==> src/rtl/serial_word_collector_if.sv <==
// Serial bit input and parallel word output of the serial word collector.
// The collector sits on the slave side; the bit source and word consumer on the master side.
interface serial_word_collector_if #(
    parameter int WIDTH = 5
);
    logic             si_valid;
    logic             si_bit;
    logic             si_sof;
    logic             si_ready;
    logic [WIDTH-1:0] po_data;
    logic             po_valid;
    logic             po_ready;
    logic             err_sof;

    modport master (
        output si_valid, si_bit, si_sof, po_ready,
        input  si_ready, po_data, po_valid, err_sof
    );

    modport slave (
        input  si_valid, si_bit, si_sof, po_ready,
        output si_ready, po_data, po_valid, err_sof
    );
endinterface

==> src/rtl/serial_word_collector.sv <==
// Assembles a framed serial bit stream into WIDTH-bit words on a valid/ready output.
// One finished word can wait in the shift stage while another sits in the output register.
module serial_word_collector #(
    parameter int WIDTH     = 5,
    parameter bit MSB_FIRST = 1'b1
) (
    input logic                    clk,
    input logic                    rst,
    serial_word_collector_if.slave bus
);
    localparam int CNT_W = $clog2(WIDTH);

    typedef enum logic [1:0] {
        IDLE    = 2'd0,
        COLLECT = 2'd1,
        FULL    = 2'd2
    } state_t;

    state_t             state_r, state_s;
    logic [WIDTH-1:0]   sr_r, sr_s;
    logic [CNT_W-1:0]   cnt_r, cnt_s;
    logic [WIDTH-1:0]   po_data_r, po_data_s;
    logic               po_valid_r, po_valid_s;
    logic               err_sof_r, err_sof_s;
    logic               accept_s;
    logic               out_free_s;
    logic               last_bit_s;
    logic [WIDTH-1:0]   word_s;

    function automatic logic [WIDTH-1:0] shift_in(input logic [WIDTH-1:0] word, input logic b);
        if (MSB_FIRST) begin
            return {word[WIDTH-2:0], b};
        end else begin
            return {b, word[WIDTH-1:1]};
        end
    endfunction

    assign bus.si_ready = (state_r != FULL);
    assign bus.po_data  = po_data_r;
    assign bus.po_valid = po_valid_r;
    assign bus.err_sof  = err_sof_r;

    assign accept_s   = bus.si_valid & (state_r != FULL);
    assign out_free_s = ~po_valid_r | bus.po_ready;
    assign last_bit_s = (cnt_r == CNT_W'(WIDTH - 1));
    assign word_s     = shift_in(sr_r, bus.si_bit);

    // Next-state, shift stage and output register load decisions.
    always_comb begin
        state_s    = state_r;
        sr_s       = sr_r;
        cnt_s      = cnt_r;
        po_data_s  = po_data_r;
        po_valid_s = po_valid_r & ~bus.po_ready;
        err_sof_s  = 1'b0;
        case (state_r)
            IDLE: begin
                if (accept_s & bus.si_sof) begin
                    sr_s    = shift_in({WIDTH{1'b0}}, bus.si_bit);
                    cnt_s   = CNT_W'(1);
                    state_s = COLLECT;
                end else begin
                    state_s = IDLE;
                end
            end
            COLLECT: begin
                if (accept_s & bus.si_sof) begin
                    // A new frame start restarts the word; the partial one is dropped.
                    err_sof_s = 1'b1;
                    sr_s      = shift_in({WIDTH{1'b0}}, bus.si_bit);
                    cnt_s     = CNT_W'(1);
                end else if (accept_s & last_bit_s) begin
                    sr_s  = word_s;
                    cnt_s = {CNT_W{1'b0}};
                    if (out_free_s) begin
                        po_data_s  = word_s;
                        po_valid_s = 1'b1;
                        state_s    = IDLE;
                    end else begin
                        state_s = FULL;
                    end
                end else if (accept_s) begin
                    sr_s  = word_s;
                    cnt_s = cnt_r + CNT_W'(1);
                end else begin
                    state_s = COLLECT;
                end
            end
            FULL: begin
                // Output register is occupied here, so po_ready drains and reloads at once.
                if (bus.po_ready) begin
                    po_data_s  = sr_r;
                    po_valid_s = 1'b1;
                    cnt_s      = {CNT_W{1'b0}};
                    state_s    = IDLE;
                end else begin
                    state_s = FULL;
                end
            end
            default: begin
                state_s = IDLE;
            end
        endcase
    end

    // State, shift stage and output registers.
    always_ff @(posedge clk) begin
        if (rst) begin
            state_r    <= IDLE;
            sr_r       <= {WIDTH{1'b0}};
            cnt_r      <= {CNT_W{1'b0}};
            po_data_r  <= {WIDTH{1'b0}};
            po_valid_r <= 1'b0;
            err_sof_r  <= 1'b0;
        end else begin
            state_r    <= state_s;
            sr_r       <= sr_s;
            cnt_r      <= cnt_s;
            po_data_r  <= po_data_s;
            po_valid_r <= po_valid_s;
            err_sof_r  <= err_sof_s;
        end
    end
endmodule
==> src/flat_wrapper.sv <==
// flat-port wrapper written by rule: the top's interface ports become plain ports
module serial_word_collector_flat 
#(
    parameter int WIDTH     = 5,
    parameter bit MSB_FIRST = 1'b1
)
  (clk, rst, bus_si_valid, bus_si_bit, bus_si_sof, bus_po_ready, bus_si_ready, bus_po_data, bus_po_valid, bus_err_sof);
  serial_word_collector_if #(.WIDTH(WIDTH)) bus_i ();
  input logic clk;
  input logic rst;
  input wire logic [$bits(bus_i.si_valid)-1:0] bus_si_valid;
  input wire logic [$bits(bus_i.si_bit)-1:0] bus_si_bit;
  input wire logic [$bits(bus_i.si_sof)-1:0] bus_si_sof;
  input wire logic [$bits(bus_i.po_ready)-1:0] bus_po_ready;
  output wire logic [$bits(bus_i.si_ready)-1:0] bus_si_ready;
  output wire logic [$bits(bus_i.po_data)-1:0] bus_po_data;
  output wire logic [$bits(bus_i.po_valid)-1:0] bus_po_valid;
  output wire logic [$bits(bus_i.err_sof)-1:0] bus_err_sof;
  assign bus_i.si_valid = bus_si_valid;
  assign bus_i.si_bit = bus_si_bit;
  assign bus_i.si_sof = bus_si_sof;
  assign bus_i.po_ready = bus_po_ready;
  assign bus_si_ready = bus_i.si_ready;
  assign bus_po_data = bus_i.po_data;
  assign bus_po_valid = bus_i.po_valid;
  assign bus_err_sof = bus_i.err_sof;
  serial_word_collector #(.WIDTH(WIDTH), .MSB_FIRST(MSB_FIRST)) u_core (.clk(clk), .rst(rst), .bus(bus_i));
endmodule
==> config.mk <==
export PLATFORM = sky130hd
export DESIGN_NAME = serial_word_collector_flat
export DESIGN_NICKNAME = d
export VERILOG_FILES = /design/src/rtl/serial_word_collector_if.sv /design/src/rtl/serial_word_collector.sv /design/src/flat_wrapper.sv
export SDC_FILE = /design/constraint.sdc
export NUM_CORES = 1
export LEC_CHECK = 0
export BUFFER_PORTS_ARGS = -buffer_cell sky130_fd_sc_hd__buf_2
export CORE_MARGIN = 10
export CORE_UTILIZATION = 44
export CTS_BUF_LIST = sky130_fd_sc_hd__clkbuf_4 sky130_fd_sc_hd__clkbuf_8 sky130_fd_sc_hd__clkbuf_16
export CTS_CLUSTER_SIZE = 25
export DETAILED_ROUTE_END_ITERATION = 8
export GPL_ROUTABILITY_DRIVEN = 0
export PLACE_DENSITY = 0.62
export SLEW_MARGIN = 20
export SYNTH_ARGS = -nofsm -noshare
export SYNTH_HDL_FRONTEND = slang
export SYNTH_SLANG_ARGS = --single-unit
==> constraint.sdc <==
create_clock -name clk -period 3.98 [get_ports clk]
set_input_delay 0.597 -clock clk [delete_from_list [all_inputs] [get_ports clk]]
set_output_delay 0.597 -clock clk [all_outputs]
set_load 0.01 [all_outputs]
; Word level (Yosys, flattened, before mapping)
; Cells that the tools add are included.
[op_classes]
n_mux = 29
reduce_logical = 9
addsub = 1
eq_ne = 11
bitwise_logic = 8
[op_table]
columns = cell, count
row1 = $mux W5, 8
row2 = $pmux W5 S2, 2
row3 = $mux W3, 5
row4 = $mux W2, 5
row5 = $pmux W3 S3, 1
row6 = $mux W1, 6
row7 = $ne A2 B1 Y1 const B, 3
row8 = $ne A2 B2 Y1 const B, 3
row9 = $pmux W2 S3, 1
row10 = $reduce_and A5 Y1, 1
row11 = $and A1 B1 Y1, 4
row12 = $ne A4 B1 Y1 const B, 1
row13 = $reduce_and A4 Y1, 1
row14 = $reduce_bool A2 Y1, 2
row15 = $add A3 B1 Y3 const B, 1
row16 = $eq A3 B3 Y1 const B, 1
row17 = $ne A3 B3 Y1 const B, 1
row18 = $not A1 Y1, 3
row19 = $reduce_and A3 Y1, 1
row20 = $reduce_bool A3 Y1, 1
row21 = $eq A2 B1 Y1 const B, 1
row22 = $eq A2 B2 Y1 const B, 1
row23 = $logic_not A2 Y1, 1
row24 = $pmux W1 S2, 1
row25 = other kinds (3), 3
[totals]
out_inout_bits = 8
elab_cells = 64
input_bits = 6
register_bits = 17

; Longest topological paths before layout
; Gate-level depths: netlist of the first run.
[logic_depth]
ltp_word = 6
ltp_mapped = 7
depth_no_buf = 6

; Worst setup path before layout of the first run
; OpenSTA, ideal clock, no wires.
[synth_timing]
kind = flip-flop to flip-flop
from = register u_core.state_r[1]
to = register u_core.cnt_r[1]
path_stages_with_launch = 8
setup_ns = 0.067
required_ns = 3.913
n_path_buf = 1
period_less_slack_ns = 1.834
arrival_ns = 1.768
setup_slack_ns = 2.146
cell_sequence = dfxtp_1 -> inv_1 -> ha_1 -> buf_6 -> or3_1 -> o32a_2 -> or3b_1 -> a21oi_2
[synth_via]
elab_chain_cells = 6
word_cells_on_any_way = 15
classes_between = eq/ne (6) / mux (3) / bitwise (3) / reduce/logical (3)
[synth_rtl]
columns = element, line_no
row1 = start: declaration, serial_word_collector.sv:19  ; state_t state_r, state_s;
row2 = start signal: assignment, serial_word_collector.sv:116  ; state_r <= state_s;
row3 = $ne A2 B2 Y1, serial_word_collector.sv:43  ; assign accept_s = bus.si_valid & (state_r != FULL);
row4 = $and A1 B1 Y1, serial_word_collector.sv:43
row5 = $and A1 B1 Y1, serial_word_collector.sv:72  ; end else if (accept_s & last_bit_s) begin
row6 = $mux W3, serial_word_collector.sv:72
row7 = $mux W3, serial_word_collector.sv:67  ; if (accept_s & bus.si_sof) begin
row8 = $pmux W3 S3, serial_word_collector.sv:56  ; case (state_r)
row9 = end signal: assignment, serial_word_collector.sv:111  ; cnt_r <= {CNT_W{1'b0}};
row10 = end signal: assignment, serial_word_collector.sv:118  ; cnt_r <= cnt_s;
row11 = end: declaration, serial_word_collector.sv:21  ; logic [CNT_W-1:0] cnt_r, cnt_s;
; Parallel ways exist; a longest one is shown, timed or not.
; A chain may end at the register's enable or synchronous reset.

; Worst setup path in the final report of the first run
[layout_timing]
from = register u_core.state_r[0]
to = register u_core.cnt_r[1]
; Same word-level chain as after synthesis.

==> results.yml, run 1 <==
logic_synthesis:
  yosys_register_bits: 17
  synth_compound_gate_area_share_pct: 18.71
  number_of_enable_type_register_cells_in_the_synthesized_netlist: 0
  synthesis.instances: 112
  ys.flop_type: "sky130_fd_sc_hd__dfxtp_1"
  synth-xor-area-share_pct: 0
  adder_cell_fraction_of_synth_area_pct: 8.850
  synth_simple_gate_area_share_pct: 19.22
  synth_area_per_cell_sq_um: 8.837
  yosys_top_cell_by_area: "sky130_fd_sc_hd__dfxtp_1"
  synth_seq_area_share_pct: 34.39
  synth.distinct_cells: 38
  synthesis.area_sq_um: 989.7
  async_reset_ff_share_pct: 0
  synth.area.top_cells: "sky130_fd_sc_hd__dfxtp_1 34%, sky130_fd_sc_hd__ha_1 8.8%, sky130_fd_sc_hd__mux2_2 6.8%, sky130_fd_sc_hd__mux2i_1 5.1%, sky130_fd_sc_hd__inv_1 3.8%"
  synth.top_cell.area_share_pct: 34.39
  combinational_family_with_the_most_area_after_synthesis: "simple AND/OR/NAND/NOR gates"
  yosys-mux-area-fraction_pct: 11.88
  synth_nets: 125
  synth_warnings: 0
pwr:
  power.combinational.fraction_pct: 11.1
  netsw_w: 0.00007581
  power_report.internal_total_w: 0.0002219
  power_per_cell_area_nw_per_um2: 274.1
  maximum_resistive_drop_on_vdd_uv: 174.9
  netSwitchingFraction_pct: 25.46
  power_w: 0.0002977
  clock_power_share_pct: 30.3
  leakagePower_nw: 0.4626
  p_seq_share_pct: 58.6
final_layout:
  final_net_count: 137
  layout_common_cells: "17 x sky130_fd_sc_hd__dfxtp_1, 13 x sky130_fd_sc_hd__buf_2, 10 x sky130_fd_sc_hd__inv_1, 10 x sky130_fd_sc_hd__nor2_1, 9 x sky130_fd_sc_hd__nand2_1"
  layout.cells.most_common: "sky130_fd_sc_hd__dfxtp_1"
  final_util_pct: 50.06
  stdcell_area_sq_um: 1086
  layout-area-overhead-vs-synth_pct: 9.734
  fillers: 224
  layout_cells_sized_above_1_pct: 21.14
  n_antenna_cell: 0
routing:
  via_count: 818
  detailed_route_vias_per_instance: 5.417
  drt-total-wl_um: 2047
  detail_route.iter0.violations: 33
  detail_route.first_pass.iterations: 4
  drtAntennaViolNets: 0
  wl_per_cell_um: 13.56
  post-route-drc-count: 0
setup_path:
  timing.critical_path.buf_inv: 1
  cpMaxStageDelayCell: "sky130_fd_sc_hd__o32a_2"
  worst_setup_path_start_kind: "flip-flop"
  required_ns: 4.20
  timing.setup.critical_path_class: "reg -> reg"
  critical_path.max_fanout: 7
  cp.arrival_ns: 2.25
  slowest_delay_ns: 0.44
  timing.critical_path.cells: "inv_1, ha_1, nand2b_1, o32a_2, or3b_1, a21oi_2"
  timing.critical_path.to_type: "flip-flop"
  worst_path_dominant_cell_family: "simple AND/OR/NAND/NOR gates"
clock_network:
  clkLatencyLatePin_ns: 0.28
  post_cts_hold_buffer_count: 0
  max-clock-path-buffers: 2
  post_cts.resized_instances: 0
  cts.sinks: 17
  cts_tree: "yes"
  numCtsBuffers: 3
  cts.htree.levels: 1
  post-cts-setup-buffer-count: 0
  cts_root_buffer: "sky130_fd_sc_hd__clkbuf_4"
  clock_transition_time_at_the_flip_flop_clock_pins_of_the_worst_setup_and_hold_paths_ns: 0.10
worst_hold_path:
  min_path_type: "reg -> reg"
grt:
  grt-ovfl-total: 0
  grt_start_max_net_pins: 19
  number_of_global_route_vias_before_repair: 859
  grt_antenna_before_repair: 0
  total_routing_usage_reported_by_global_routing_pct: 9.920
  grt_first_pass_wirelength_um: 3629
sta:
  period_share_pct: 50.80
  setup-violations-final: 0
  skew_ns: 0.004089
  grt_setup_unrepaired: "no"
  final.setup.tns_ns: 0
  final_max_slew_viol_count: 0
  max_freq_mhz: 494.6
  worst_slew_pin_slew_ns: 0.6441
  period_needed_ns: 2.022
  finalHoldViolations: 0
  maxSlewHeadroom_pct: 56.67
floorplanning:
  floorplan.initialDensity_pct: 45.62
  io-pin-count: 14
  total_die_area_sq_um: 4546
  die_y_um: 67.43
  die-width_um: 67.43
  floorplan.core_area_sq_um: 2170
  fp-row-count: 17
place:
  hpwlAfterDp_um: 1571
  port_buffers: 13
  postPlaceCellArea_sq_um: 1059
run:
  maxCapViolCount: 0
outcome:
  status: "finished, final reports clean"
==> area by class of cell <==
| type | count | area, sq um | share of cell area, % |
|---|---|---|---|
| multi-input combinational | 79 | 580.6 | 53.46 |
| sequential | 17 | 340.3 | 31.34 |
| timing repair buffer | 13 | 65.06 | 5.991 |
| inverter | 10 | 37.54 | 3.456 |
| tap | 28 | 35.03 | 3.226 |
| clock buffer | 3 | 22.52 | 2.074 |
| clock inverter | 1 | 5.005 | 0.4608 |
==> worst paths after layout <==
check | start | end | slack, ns | cells past startpoint
max reg2reg | u_core.state_r[0] | u_core.cnt_r[1] | 1.96 | 6
min reg2reg | u_core.cnt_r[1] | u_core.cnt_r[1] | 0.50 | 2
min | u_core.cnt_r[1] | u_core.cnt_r[1] | 0.50 | 2
max | u_core.state_r[0] | u_core.cnt_r[1] | 1.96 | 6
==> power groups by stage <==
stage,clock (W),sequential [W],combinational (W)
global route,0.000102,0.000175,0.0000369
finish,0.0000901,0.000174,0.0000331
CTS,0.0000947,0.000174,0.0000330
global placement,0,0.000178,0.0000326
detailed placement,0,0.000178,0.0000328
floorplan,0,0.000178,0.0000256
==> Yosys cell counts (all sizes together), types with 2 or more instances <==
library cell and count:
ha 7, nand2 9, a21oi 6, nand3 3, nor2b 4, clkbuf 3
and3b 2, mux2 6, inv 10, buf 3, mux2i 5, dfxtp 17
a22oi 4, nor2 10, a211oi 3
==> per-layer routing <==
metal / global-route usage [%] / wire (um) / vias up
met3: 3.140 / 110 / 2
met4: 3.846 / 17 / 0
met2: 17.65 / 967 / 14
met1: 10.69 / 951 / 385
li1: - / - / 417
met5: 0 / 0 / -
==> cell families (layout without fill, tap and decap cells) <==
kind of cell,count (synthesis),after routing
buf+inv,16,27
fa+ha+maj,7,7
compound gates,24,24
flops,17,17
mux,11,11
simple gates,37,37
==> state kept, by name, summed over array words and instances, names as in the netlist <==
name / flops
u_core.bus.po_valid: 1
u_core.sr_r: 5
u_core.cnt_r: 3
u_core.bus.po_data: 5
u_core.state_r: 2
u_core.bus.err_sof: 1
==> worst min-delay path, delay by kind of cell, from the launching register on <==
kind / cells / cell delay, ns
AND/OR/NAND/NOR: 1 / 0.07
AO/OA/AOI/OAI: 1 / 0.04
flip-flops: 1 / 0.34
==> per-stage QoR <==
| stage | cells | hold slack (ns) | worst slack (ns) |
|---|---|---|---|
| 2_1_floorplan | 112 | 0.4568 | 2.146 |
| 3_5_place_dp | 147 | 0.4815 | 1.990 |
| 4_1_cts | 151 | 0.5010 | 1.953 |
| 3_3_place_gp | 147 | 0.4734 | 2.005 |
| 6_report | 151 | 0.4968 | 1.958 |
| 5_1_grt | 151 | 0.5278 | 1.780 |
(Power assumes the default switching activity.)
==> inputs of run 2 (changes only) <==
Clock period 3.98 ns to 1.94 ns, I/O delays scaled along.
==> results.yml, run 2 (synthesis results as in run 1) <==
final_layout:
  final_net_count: 144
  layout-area-overhead-vs-synth_pct: 15.80
  fillers: 217
  n_antenna_cell: 0
  stdcell_area_sq_um: 1146
  layout_cells_sized_above_1_pct: 27.69
  layout_common_cells: "15 x sky130_fd_sc_hd__dfxtp_1, 13 x sky130_fd_sc_hd__buf_2, 10 x sky130_fd_sc_hd__inv_1, 10 x sky130_fd_sc_hd__nor2_1, 9 x sky130_fd_sc_hd__nand2_1"
  final-seq-area_sq_um: 342.8
  layout.cells.most_common: "sky130_fd_sc_hd__dfxtp_1"
  multi_input_comb_area_sq_um: 585.6
sta:
  skew_ns: 0.003916
  maxSlewHeadroom_pct: 68.19
  whs_ns: 0.2761
  final.setup.tns_ns: 0
  finalHoldViolations: 0
  worst_slew_pin_slew_ns: 0.4772
  setup-violations-final: 0
  final_critical_path_setup_slack_ns: 0.1265
  period_share_pct: 93.48
  final_max_slew_viol_count: 0
  max_freq_mhz: 551.4
  grt_setup_unrepaired: "no"
  period_needed_ns: 1.814
floorplanning:
  total_die_area_sq_um: 4546
  io-pin-count: 14
  floorplan.initialDensity_pct: 45.62
  die-width_um: 67.43
  die_y_um: 67.43
  floorplan.core_area_sq_um: 2170
  fp-row-count: 17
clock_network:
  post_cts_hold_buffer_count: 0
  cts.htree.levels: 1
  clock_transition_time_at_the_flip_flop_clock_pins_of_the_worst_setup_and_hold_paths_ns: 0.10
  clkLatencyLatePin_ns: 0.28
  post_cts.resized_instances: 0
  cts.sinks: 17
  max-clock-path-buffers: 2
  cts_root_buffer: "sky130_fd_sc_hd__clkbuf_4"
  post-cts-setup-buffer-count: 0
  cts_tree: "yes"
  numCtsBuffers: 3
grt:
  total_routing_usage_reported_by_global_routing_pct: 10.16
  grt_antenna_before_repair: 0
  grt_first_pass_wirelength_um: 3698
  number_of_global_route_vias_before_repair: 837
  grt_start_max_net_pins: 19
  grt-ovfl-total: 0
place:
  place_worst_setup_slack_ns: 0.06089
  hpwlAfterDp_um: 1679
  postPlaceCellArea_sq_um: 1111
  port_buffers: 13
setup_path:
  cpMaxStageDelayCell: "sky130_fd_sc_hd__or3_1"
  required_ns: 2.16
  timing.critical_path.cells: "inv_1, ha_1, or3_1, o32a_2, or3b_1, a21oi_2"
  critical_path.max_fanout: 5
  cp.arrival_ns: 2.04
  slowest_delay_ns: 0.38
  critical_path.reg2reg.startpoint: "u_core.state_r[0]"
  worst_setup_path_start_kind: "flip-flop"
  timing.critical_path.to_type: "flip-flop"
  timing.setup.critical_path_class: "reg -> reg"
  worstSetupStartpoint: "u_core.state_r[0]"
pwr:
  maximum_resistive_drop_on_vdd_uv: 338.9
  leakagePower_nw: 0.4998
  power_per_cell_area_nw_per_um2: 543.0
worst_hold_path:
  min_path_type: "in -> reg"
  hold_path.startpoint: "bus_si_bit"
routing:
  detailed_route_vias_per_instance: 5.405
  via_count: 854
  drt-total-wl_um: 2164
  post-route-drc-count: 0
  wl_per_cell_um: 13.70
  detail_route.first_pass.iterations: 4
  detail_route.iter0.violations: 14
  drtAntennaViolNets: 0
run:
  maxCapViolCount: 0
outcome:
  status: "finished, final reports clean"
-- run 2: report_power, final --
| part | internal (W) | total, W | switching (W) |
|---|---|---|---|
| registers | 0.000354 | 0.000358 | 0.00000422 |
| clock network | 0.0000765 | 0.000185 | 0.000109 |
| logic | 0.0000321 | 0.0000789 | 0.0000468 |
| total | 0.000463 | 0.000622 | 0.000160 |
-- run 2: through the flow --
stage               utilization, %  instances  power (W)
floorplan                        -        112  0.0004176
global placement             51.21        154  0.0004401
detailed placement           51.21        154  0.0004425
CTS                          52.48        158  0.0006277
global route                 52.83        158  0.0006578
finish                       52.83        158  0.0006224
-- run 2: critical path: cells and delay by family (launching register included) --
family	cells	cell delay (ns)
simple gates	2	0.74
fa+ha+maj	1	0.25
flops	1	0.36
compound gates	2	0.32
buf+inv	1	0.08
-- run 2: cell type report --
class / instances / area share [%]
clock buffers: 3 / 1.965
multi-input cells: 79 / 51.09
well taps: 28 / 3.057
repair buffers: 20 / 10.26
flip-flops and latches: 17 / 29.91
clock inverters: 1 / 0.4367
inverters: 10 / 3.275
-- run 2: path summary, 6_finish.rpt --
kind,to,slack [ns],depth (start not counted)
max reg2reg,u_core.cnt_r[1],0.13,6
min reg2reg,u_core.state_r[0],0.48,2
min,u_core.sr_r[0],0.28,3
max,u_core.cnt_r[1],0.13,6
-- run 2: per-layer routing --
layer	track usage (%)	vias to the layer above	share of wire, %
met5	0	-	0
met4	4.103	0	1.2
met3	3.306	4	6.7
met2	16.23	22	46
met1	12.33	397	46
li1	-	431	-
